### src/rtl/transmitter.sv
// Serial frame transmitter: bytes are buffered in a small FIFO and each one is sent
// as an 8-bit SFD followed by the data byte, both LSB first, one bit per clk.
module transmitter #(
    parameter logic [7:0] SFD     = 8'hAB,
    parameter int         FIFO_AW = 2
) (
    input  logic             clk,
    input  logic             reset,
    input  logic [7:0]       din,
    input  logic             wr_en,
    output logic             full,
    output logic [FIFO_AW:0] count,
    output logic             tx,
    output logic             busy,
    output logic             tx_done
);
    localparam int               DEPTH   = 2 ** FIFO_AW;
    localparam logic [FIFO_AW:0] DEPTH_C = (FIFO_AW + 1)'(DEPTH);

    typedef enum logic [1:0] {ST_IDLE, ST_SFD, ST_DATA} state_t;

    logic [7:0]         mem_q [DEPTH];
    logic [FIFO_AW-1:0] wptr_q, wptr_d;
    logic [FIFO_AW-1:0] rptr_q, rptr_d;
    logic [FIFO_AW:0]   count_q, count_d;

    state_t     state_q;
    logic [2:0] bitcnt_q;
    logic [2:0] bitcnt_inc;
    logic [7:0] data_q;
    logic       tx_q, busy_q, done_q;

    logic push, pop, nonEmpty, lastBit;

    assign full       = (count_q == DEPTH_C);
    assign nonEmpty   = (count_q != '0);
    assign lastBit    = (bitcnt_q == 3'd7);
    assign bitcnt_inc = bitcnt_q + 3'd1;
    assign push       = wr_en && !full;
    // The head is consumed at frame start, so the byte on the line is no longer counted.
    assign pop        = nonEmpty && ((state_q == ST_IDLE) || ((state_q == ST_DATA) && lastBit));

    always_comb begin
        wptr_d  = wptr_q;
        rptr_d  = rptr_q;
        count_d = count_q;
        if (push) wptr_d = wptr_q + 1'b1;
        if (pop)  rptr_d = rptr_q + 1'b1;
        case ({push, pop})
            2'b10:   count_d = count_q + 1'b1;
            2'b01:   count_d = count_q - 1'b1;
            default: count_d = count_q;
        endcase
    end

    always_ff @(posedge clk) begin
        if (push) mem_q[wptr_q] <= din;
    end

    always_ff @(posedge clk or negedge reset) begin
        if (!reset) begin
            wptr_q  <= '0;
            rptr_q  <= '0;
            count_q <= '0;
        end else begin
            wptr_q  <= wptr_d;
            rptr_q  <= rptr_d;
            count_q <= count_d;
        end
    end

    always_ff @(posedge clk or negedge reset) begin
        if (!reset) begin
            state_q  <= ST_IDLE;
            bitcnt_q <= 3'd0;
            data_q   <= 8'h00;
            tx_q     <= 1'b0;
            busy_q   <= 1'b0;
            done_q   <= 1'b0;
        end else begin
            done_q <= 1'b0;
            case (state_q)
                ST_IDLE: begin
                    tx_q     <= 1'b0;
                    busy_q   <= 1'b0;
                    bitcnt_q <= 3'd0;
                    if (nonEmpty) begin
                        data_q  <= mem_q[rptr_q];
                        state_q <= ST_SFD;
                        tx_q    <= SFD[0];
                        busy_q  <= 1'b1;
                    end
                end
                ST_SFD: begin
                    if (lastBit) begin
                        state_q  <= ST_DATA;
                        tx_q     <= data_q[0];
                        bitcnt_q <= 3'd0;
                    end else begin
                        tx_q     <= SFD[bitcnt_inc];
                        bitcnt_q <= bitcnt_inc;
                    end
                end
                ST_DATA: begin
                    if (lastBit) begin
                        bitcnt_q <= 3'd0;
                        // Chain straight into the next frame so the stream has no idle gap.
                        if (nonEmpty) begin
                            data_q  <= mem_q[rptr_q];
                            state_q <= ST_SFD;
                            tx_q    <= SFD[0];
                        end else begin
                            state_q <= ST_IDLE;
                            tx_q    <= 1'b0;
                            busy_q  <= 1'b0;
                        end
                    end else begin
                        tx_q     <= data_q[bitcnt_inc];
                        bitcnt_q <= bitcnt_inc;
                        done_q   <= (bitcnt_q == 3'd6);
                    end
                end
                default: begin
                    state_q <= ST_IDLE;
                    tx_q    <= 1'b0;
                    busy_q  <= 1'b0;
                end
            endcase
        end
    end

    assign count   = count_q;
    assign tx      = tx_q;
    assign busy    = busy_q;
    assign tx_done = done_q;
endmodule
### config.mk
export PLATFORM = sky130hd
export DESIGN_NAME = transmitter
export DESIGN_NICKNAME = d
export VERILOG_FILES = /design/src/rtl/transmitter.sv
export SDC_FILE = /design/constraint.sdc
export NUM_CORES = 1
export LEC_CHECK = 0
export ABC_AREA = 1
export CAP_MARGIN = 20
export CORE_MARGIN = 5
export CORE_UTILIZATION = 30
export CTS_CLUSTER_DIAMETER = 150
export DETAILED_ROUTE_END_ITERATION = 6
export GPL_ROUTABILITY_DRIVEN = 0
export GPL_TIMING_DRIVEN = 0
export PLACE_DENSITY_LB_ADDON = 0.25
export RECOVER_POWER = 100
export SYNTH_ARGS = -nofsm -noshare
export SYNTH_HDL_FRONTEND = slang
export SYNTH_SLANG_ARGS = --single-unit
### constraint.sdc
create_clock -name clk -period 2.6 [get_ports clk]
set_input_delay 0.52 -clock clk [delete_from_list [all_inputs] [get_ports clk]]
set_output_delay 0.52 -clock clk [all_outputs]
set_load 0.02 [all_outputs]
# Word-level counts from Yosys, hierarchy flattened
# Memory sizes are Yosys's and may differ from the RTL's.
# Cells that the tools add are included.
word_totals:
  register_bits: 23
  mem_bits_rw: 32
  romBits: 8
  in_bits: 11
  out_inout_bits: 7
  memories: 2
classes:
  add_sub_neg: 5
  order_cmp: 1
  eq_ne: 11
  muxes: 25
  bitwise: 1
  n_reduce_logical: 14
memory_table:
  columns: ["name", "words", "word_bits", "read_ports", "rd_ports_with_merged_regs", "wr", "line", "rtl"]
  rows:
  - ["mem_q", 4, 8, 1, 0, 1, "22", "logic [7:0] mem_q [DEPTH];"]
  - ["(no name shown)", 8, 1, 1, 0, 0, "100", "tx_q <= SFD[bitcnt_inc];"]
op_table:
  columns: ["operator", "count"]
  rows:
  - ["two-way mux 8 bit", 2]
  - ["case mux 8 bit (2 select lines)", 1]
  - ["two-way mux 1 bit", 12]
  - ["case mux 3 bit (2 select lines)", 2]
  - ["== test 3 bit (second input constant)", 3]
  - ["inequality test 2 bit (second input constant)", 4]
  - ["adder 3 x 1 -> 3 bit (second input constant)", 2]
  - ["two-way mux 2 bit", 3]
  - ["case mux 1 bit (3 select lines)", 2]
  - ["case mux 2 bit (3 select lines)", 1]
  - ["AND reduction 3 bit", 2]
  - ["nonzero test 2 bit", 3]
  - ["adder 2 x 1 -> 2 bit (second input constant)", 2]
  - ["== test 2 x 1 -> 1 bit (second input constant)", 2]
  - ["== test 2 bit (second input constant)", 2]
  - ["less-than comparator 3 x 4 -> 1 bit (second input constant)", 1]
  - ["binary-select mux 1 bit (select 3 bit)", 1]
  - ["logical AND 1 bit", 3]
  - ["two-way mux 3 bit", 1]
  - ["nonzero test 3 bit", 1]
  - ["subtractor 3 x 1 -> 3 bit (second input constant)", 1]
  - ["zero test 2 bit", 1]
  - ["AND reduction 2 bit", 1]
  - ["OR reduction 2 bit", 1]
  - ["3 further kinds", 3]

# Longest topological paths before layout
# Gate-level depths: netlist of run 1.
depth:
  ltp_word: 6
  mapped_depth: 11
  ltp_nobuf: 11

# Worst setup path after synthesis of run 1
# Ideal clock, no wire load.
synth_path:
  path_type: "register -> register"
  start: "register bitcnt_q[0]"
  end: "register count_q[2] (netlist: count[2])"
  setup_ps: 131
  t_arrival_ps: 2026
  required_ps: 2469
  slack_ps: 443
  stages_incl_launch_ff: 12
  n_path_buf: 0
  cell_sequence: "dfrtp_1 -> ha_1 -> ha_1 -> nand2_1 -> nand2_1 -> nand2_1 -> inv_1 -> ha_1 -> fa_1 -> a21oi_1 -> o21ai_0 -> xor2_1"
synth_via:
  elab_chain_cells: 6
  elab_cells_between_ends: 8
  classes_between: "3 x eq/ne; 1 x mux; 4 x reduce/logical"
synth_rtl:
  columns: ["item", "line", "rtl"]
  rows:
  - ["start: declaration", "28", "logic [2:0] bitcnt_q;"]
  - ["start signal: assignment", "101", "bitcnt_q <= bitcnt_inc;"]
  - ["start signal: assignment", "119", "bitcnt_q <= bitcnt_inc;"]
  - ["== test 3 bit (*)", "37", "assign lastBit = (bitcnt_q == 3'd7);"]
  - ["logical AND 1 bit (*)", "41", "assign pop = nonEmpty && ((state_q == ST_IDLE) || ((state_q == ST_DATA) && lastBit));"]
  - ["logical OR 1 bit (*)", "41", null]
  - ["logical AND 1 bit (*)", "41", null]
  - ["named net pop", "33", "logic push, pop, nonEmpty, lastBit;"]
  - ["== test 2 x 1 -> 1 bit or == test 2 bit (tied branches)", "49", "case ({push, pop})"]
  - ["case mux 3 bit (2 select lines) or nonzero test 2 bit (tied branches)", null, null]
  - ["end signal: assignment", "68", "count_q <= count_d;"]
  - ["end: declaration", "25", "logic [FIFO_AW:0] count_q, count_d;"]
# The timed path passes the listed nets; every way through them passes the cells marked *.
# A chain may end at the register's enable or synchronous reset.

# Final worst setup path of run 1
# Same ends and word-level chain as after synthesis.

==> flow_summary.json, run 1 <==
{
  "outcome": "finished clean",
  "postSynthNetCount": 243,
  "netlist_area_sq_mm": 0.00250,
  "stdcell_count": 350,
  "path_clk_slew_ns": 0.10,
  "crit_type": "reg2reg",
  "fmax_mhz": 434,
  "syn_to_final_growth_pct": 16.0,
  "whs_path_depth": 2,
  "fin_skew_ns": 0.00692,
  "coreArea_sq_mm": 0.00818,
  "worst-path-max-fanout": 5,
  "r2r_cells": 11,
  "fin_crit_ns": 2.30,
  "grt_usage_pct": 9.12,
  "slew_viol_final": 0,
  "cts.sinks": 55,
  "path_cells": "ha_1 -> ha_1 -> nand2_1 -> nand2_1 -> nand2_1 -> inv_1 -> ha_1 -> fa_1 -> a21oi_1 -> o21ai_0 -> xor2_1",
  "vias": 1528,
  "max_cap_violations": 0,
  "critPathTopFamily": "adder cells",
  "grt.overflow.total": 0,
  "finalSetupViolations": 0,
  "critPathBufInv": 1,
  "antennaDiodeCount": 0,
  "synthCells": 218,
  "grt_pass1_wl_um": 7300,
  "routed_wl_um": 4320,
  "wl_per_cell_um": 12.3,
  "ctsHoldBuffers": 0,
  "final_antenna_net_count": 0,
  "grt_pass1_vias": 1526,
  "finalHoldViolCount": 0,
  "io_buffers": 17,
  "cts_tree": "yes",
  "p_per_area_mw_per_mm2": 1160,
  "max_slew_margin_pct": 45.8,
  "clk_path_buf_depth": 2,
  "die-area_sq_mm": 0.0102,
  "final.period_utilization_pct": 88.5,
  "drtIter0Drc": 57,
  "slowest_delay_ns": 0.43,
  "drc": 0,
  "numCtsBuffers": 5,
  "start_util_pct": 30.5,
  "p_leak_nw": 1.21,
  "root_buffer": "clkbuf_8",
  "dp_hpwl_um": 3140,
  "pre_cts_slack_ns": 0.171,
  "finalSetupTns_ns": 0,
  "hold_path.class": "reg2reg",
  "synth_seq_cells": 55,
  "ff2ff_setup_slack_ns": 0.30,
  "ys_seq_area_share_pct": 61.5,
  "core.rowCount": 33,
  "drtPass1Iterations": 4,
  "cp.depth": 11,
  "die-width_um": 101,
  "regArea_sq_mm": 0.00154,
  "multiInputGateArea_sq_um": 806,
  "place_inst": 341,
  "cp_slowest_cell": "dfrtp_2",
  "endpoint_kind": "register",
  "synth_cell_types": 27,
  "ir_worst_vdd_mv": 0.405,
  "grt_start_max_net_pins": 19,
  "fin_ws_ns": 0.298,
  "drive_gt1_share_pct": 6.94,
  "cp-start-kind": "register",
  "cts-htree-levels": 2,
  "critPathArrivalTime_ns": 2.49,
  "rsz0062_at_grt": "false",
  "antenna_found_initial": 0,
  "syn_avg_cell_area_sq_um": 11.5,
  "io_pins": 18,
  "worstPathRequired_ns": 2.79,
  "fin_nets": 269,
  "yosys_warnings": 0,
  "worst_pin_slew_ns": 0.806,
  "via_per_inst": 4.37,
  "worstSkewPairLatency_ns": 0.31,
  "fill_cells": 820,
  "dieHeight_um": 101
}
-- stage by stage --
stage	util, %	power [mW]	instance area (sq um)	hold WS (ns)
floorplan	-	2.48	2500	0.224
global placement	34.2	2.88	2800	0.493
detailed placement	34.6	2.91	2830	0.494
CTS	36.0	3.50	2940	0.520
global route	35.4	3.66	2900	0.549
finish	35.4	3.35	2900	0.509
-- metal layers --
layer | part of all wire [%] | global-route usage, %
met2 | 45 | 14.4
met5 | 0 | 0
met4 | 1.3 | 3.07
met1 | 50 | 12.2
met3 | 3.7 | 2.48
-- layout make-up --
class                   count  area share [%]
plain buffers               4           0.778
flip-flops and latches     55            53.1
clock inverters             3            1.64
clock buffers               5            2.38
repair buffers             19            6.13
well taps                 105            4.54
inverters                  28            3.63
multi-input cells         131            27.8
-- state kept, by name, summed over array words and instances, names as in the netlist --
| name | count |
|---|---|
| bitcnt_q | 3 |
| busy | 1 |
| count | 3 |
| data_q | 8 |
| mem_q | 32 |
| rptr_q | 2 |
| state_q | 2 |
| tx | 1 |
| tx_done | 1 |
| wptr_q | 2 |
-- worst reg2reg max path: stages (launching register included) --
cell and delay (ns):
dfrtp_2 0.43, ha_1 0.20, ha_1 0.23, nand2_1 0.09
nand2_1 0.05, nand2_1 0.08, inv_1 0.06, ha_1 0.21
fa_1 0.40, a21oi_1 0.14, o21ai_0 0.13, xor2_1 0.16
-- report_power, final --
| part | leakage (nW) | internal, mW | switching, mW |
|---|---|---|---|
| clock network | 0.0587 | 0.292 | 0.283 |
| logic | 0.577 | 0.545 | 0.877 |
| registers | 0.573 | 1.22 | 0.138 |
| total | 1.21 | 2.05 | 1.30 |
-- cells in the final DEF, fill, tap and decap left out, types with 5 or more instances in the layout --
| cell type | netlist | routed |
|---|---|---|
| ha_1 | 13 | 13 |
| inv_1 | 25 | 27 |
| o21ai_0 | 20 | 22 |
| dfrtp_1 | 23 | 22 |
| nor2_1 | 19 | 19 |
| mux2i_1 | 8 | 8 |
| clkbuf_8 | 0 | 5 |
| a21oi_1 | 6 | 6 |
| nand2_1 | 31 | 32 |
| nand3_1 | 9 | 9 |
| dlygate4sd3_1 | 0 | 16 |
| o22ai_1 | 9 | 9 |
| edfxtp_1 | 32 | 32 |
-- logic make-up after synthesis --
logic type	Yosys count	share of synthesized area, %
mux	8	3.21
flops	55	61.5
simple gates	64	11.3
buf+inv	32	5.36
fa+ha+maj	14	7.31
compound gates	41	9.92
xor+xnor	4	1.40
-- Yosys cell counts --
master | instances | area share (%)
inv_1 | 25 | 3.8
a21oi_1 | 6 | 1.2
buf_4 | 1 | 0.30
clkinv_1 | 1 | 0.15
fa_1 | 1 | 0.80
o21ai_0 | 20 | 4.0
o22ai_1 | 9 | 2.3
a21boi_0 | 1 | 0.30
nand2_1 | 31 | 4.7
ha_1 | 13 | 6.5
nand2_4 | 1 | 0.45
xnor2_1 | 1 | 0.35
a21boi_4 | 1 | 0.75
nor2_1 | 19 | 2.9
o221ai_1 | 1 | 0.35
dfrtp_1 | 23 | 23
nand3_4 | 1 | 0.70
nand3_1 | 9 | 1.8
o21ai_2 | 3 | 1.1
nand3b_1 | 1 | 0.30
nand2_2 | 2 | 0.50
inv_2 | 2 | 0.30
xor2_1 | 3 | 1.1
buf_2 | 2 | 0.40
mux2i_1 | 8 | 3.2
buf_6 | 1 | 0.45
edfxtp_1 | 32 | 38
-- worst paths after layout --
path / to / startpoint
max: count[2] / bitcnt_q[0]
max in group asynchronous: data_q[7] / reset
max reg2reg: count[2] / bitcnt_q[0]
min reg2reg: busy / busy
min: busy / busy
min in group asynchronous: state_q[0] / reset
-- repair_timing --
item / 4_1_cts / 5_1_grt
endpoints found under the setup margin: 0 / 1
resized for setup: 0 / 1
setup buffers: 0 / 1
Note: power is estimated with default switching activity, not from simulation.
==> run 2: changes to the inputs <==
--- a/config.mk
+++ b/config.mk
@@ -13,6 +13,7 @@
 export DETAILED_ROUTE_END_ITERATION = 6
 export GPL_ROUTABILITY_DRIVEN = 0
 export GPL_TIMING_DRIVEN = 0
+export MAX_ROUTING_LAYER = met4
 export PLACE_DENSITY_LB_ADDON = 0.25
 export RECOVER_POWER = 100
 export SYNTH_ARGS = -nofsm -noshare
==> constraint.sdc (replaced) <==
create_clock -name clk -period 2.3 [get_ports clk]
set_input_delay 0.46 -clock clk [delete_from_list [all_inputs] [get_ports clk]]
set_output_delay 0.46 -clock clk [all_outputs]
set_load 0.02 [all_outputs]
==> flow_summary.json, run 2 (synthesis gave the netlist of run 1 again) <==
{
  "final.period_utilization_pct": 92.2,
  "wl_met1_um": 2200,
  "io_pins": 18,
  "final_antenna_net_count": 0,
  "pwr-share-comb_pct": 43.0,
  "worst-path-max-fanout": 4,
  "drtPass1Iterations": 4,
  "fin_crit_ns": 2.12,
  "cp_slowest_cell": "clkdlybuf4s50_1",
  "worstSkewPairLatency_ns": 0.31,
  "grt_start_max_net_pins": 19,
  "critPathArrivalTime_ns": 1.66,
  "wl_met3_um": 119,
  "critPathBufInv": 2,
  "p_int_mw": 2.34,
  "ctsHoldBuffers": 0,
  "cp-start-kind": "register",
  "finalSetupViolations": 0,
  "slowest_delay_ns": 0.60,
  "fin_ws_ns": 0.180,
  "largest_reg_flops": 32,
  "fin_skew_ns": 0.00702,
  "cts-htree-levels": 2,
  "cts_tree": "yes",
  "clock_power_share_pct": 17.0,
  "dieHeight_um": 101,
  "holdWs_ns": 0.506,
  "p_per_area_mw_per_mm2": 1320,
  "switchingPower_mw": 1.48,
  "seqPwrFrac_pct": 40.0,
  "root_buffer": "clkbuf_8",
  "top_regs": "mem_q (32), data_q (8)",
  "core.rowCount": 33,
  "rsz0062_at_grt": "false",
  "coreArea_sq_mm": 0.00818,
  "fin_nets": 269,
  "vias": 1525,
  "ir_worst_vdd_mv": 0.459,
  "wl_per_cell_um": 12.4,
  "via_per_inst": 4.36,
  "routed.top_layer": "met4",
  "max_cap_violations": 0,
  "grt.overflow.total": 0,
  "routed_wl_um": 4330,
  "multiInputGateArea_sq_um": 817,
  "switching_share_pct": 38.8,
  "max_slew_margin_pct": 46.5,
  "path_cells": "inv_1 -> nand2_1 -> nor2_1 -> clkdlybuf4s50_1",
  "outcome": "finished clean",
  "fill_cells": 816,
  "clk_path_buf_depth": 2,
  "largest_register": "mem_q",
  "drc": 0,
  "start_util_pct": 30.5,
  "drive_gt1_share_pct": 8.57,
  "worstPathRequired_ns": 1.84,
  "path_clk_slew_ns": 0.10,
  "io_buffers": 17,
  "wl_met2_um": 1950,
  "pre_cts_slack_ns": -0.129,
  "critPathTopFamily": "buffers and inverters",
  "dp_hpwl_um": 3140,
  "cts.sinks": 55,
  "final_cell_mix": "nand2_1 (32), edfxtp_1 (32), inv_1 (27), dfrtp_1 (22), o21ai_0 (21)",
  "crit_type": "reg2out",
  "grt_usage_pct": 9.45,
  "antennaDiodeCount": 0,
  "die-area_sq_mm": 0.0102,
  "fmax_mhz": 472,
  "numCtsBuffers": 5,
  "regArea_sq_mm": 0.00154,
  "drtIter0Drc": 55,
  "worst_pin_slew_ns": 0.800,
  "antenna_found_initial": 0,
  "endpoint_kind": "primary output",
  "p_leak_nw": 1.20,
  "die-width_um": 101,
  "hold_path.class": "reg2reg",
  "grt_pass1_vias": 1540,
  "slew_viol_final": 0,
  "finalHoldViolCount": 0,
  "syn_to_final_growth_pct": 16.4,
  "grt_pass1_wl_um": 7330
}
-- run 2: layout make-up --
| class | count | area share, % |
|---|---|---|
| clock inverters | 3 | 1.64 |
| multi-input cells | 131 | 28.1 |
| flip-flops and latches | 55 | 52.9 |
| clock buffers | 5 | 2.37 |
| well taps | 105 | 4.52 |
| repair buffers | 19 | 6.11 |
| inverters | 28 | 3.61 |
| plain buffers | 4 | 0.775 |
-- run 2: tightest hold or removal path, cell delays in order, from the launching register on --
cell and delay, ns:
dfrtp_1 0.36, nand2_1 0.05, o21ai_0 0.06
-- run 2: final timing paths --
| check | start | end | slack (ns) | depth (start not counted) |
|---|---|---|---|---|
| worst max-delay path | count[0] | full | 0.18 | 4 |
| worst min-delay path | busy | busy | 0.51 | 2 |
| worst max register to register | bitcnt_q[0] | count[2] | 0.20 | 11 |
| worst min register to register | busy | busy | 0.51 | 2 |
| max in group asynchronous | reset | data_q[7] | 0.73 | 2 |
| min in group asynchronous | reset | state_q[0] | 0.53 | 1 |
-- run 2: through the flow --
step           total power, mW  setup TNS, ns  cells  instance area [sq um]  util [%]
2_1_floorplan             2.81              0    218                   2500         -
3_3_place_gp              3.26        -0.0484    340                   2800      34.2
3_5_place_dp              3.29         -0.129    341                   2830      34.6
4_1_cts                   3.98              0    350                   2950      36.1
5_1_grt                   4.18              0    350                   2910      35.6
6_report                  3.83              0    350                   2910      35.6
-- run 2: power groups by stage --
stage	logic, mW	registers, mW	clock network, mW
after CTS	1.76	1.54	0.680
after detailed placement	1.72	1.57	0
after global placement	1.69	1.57	0
after floorplan	1.23	1.58	0
after global routing	1.89	1.57	0.714
final	1.65	1.53	0.650
-- run 2: layer usage --
layer	vias to the layer above	GRT usage [%]
met4	0	3.07
met2	17	14.5
met3	6	2.34
li1	789	-
met5	-	-
met1	713	12.2
-- run 2: repair_timing --
item	4_1_cts	5_1_grt
resized for setup	2	4
cloned	0	0
setup buffers	1	0
endpoints found under the setup margin	1	1
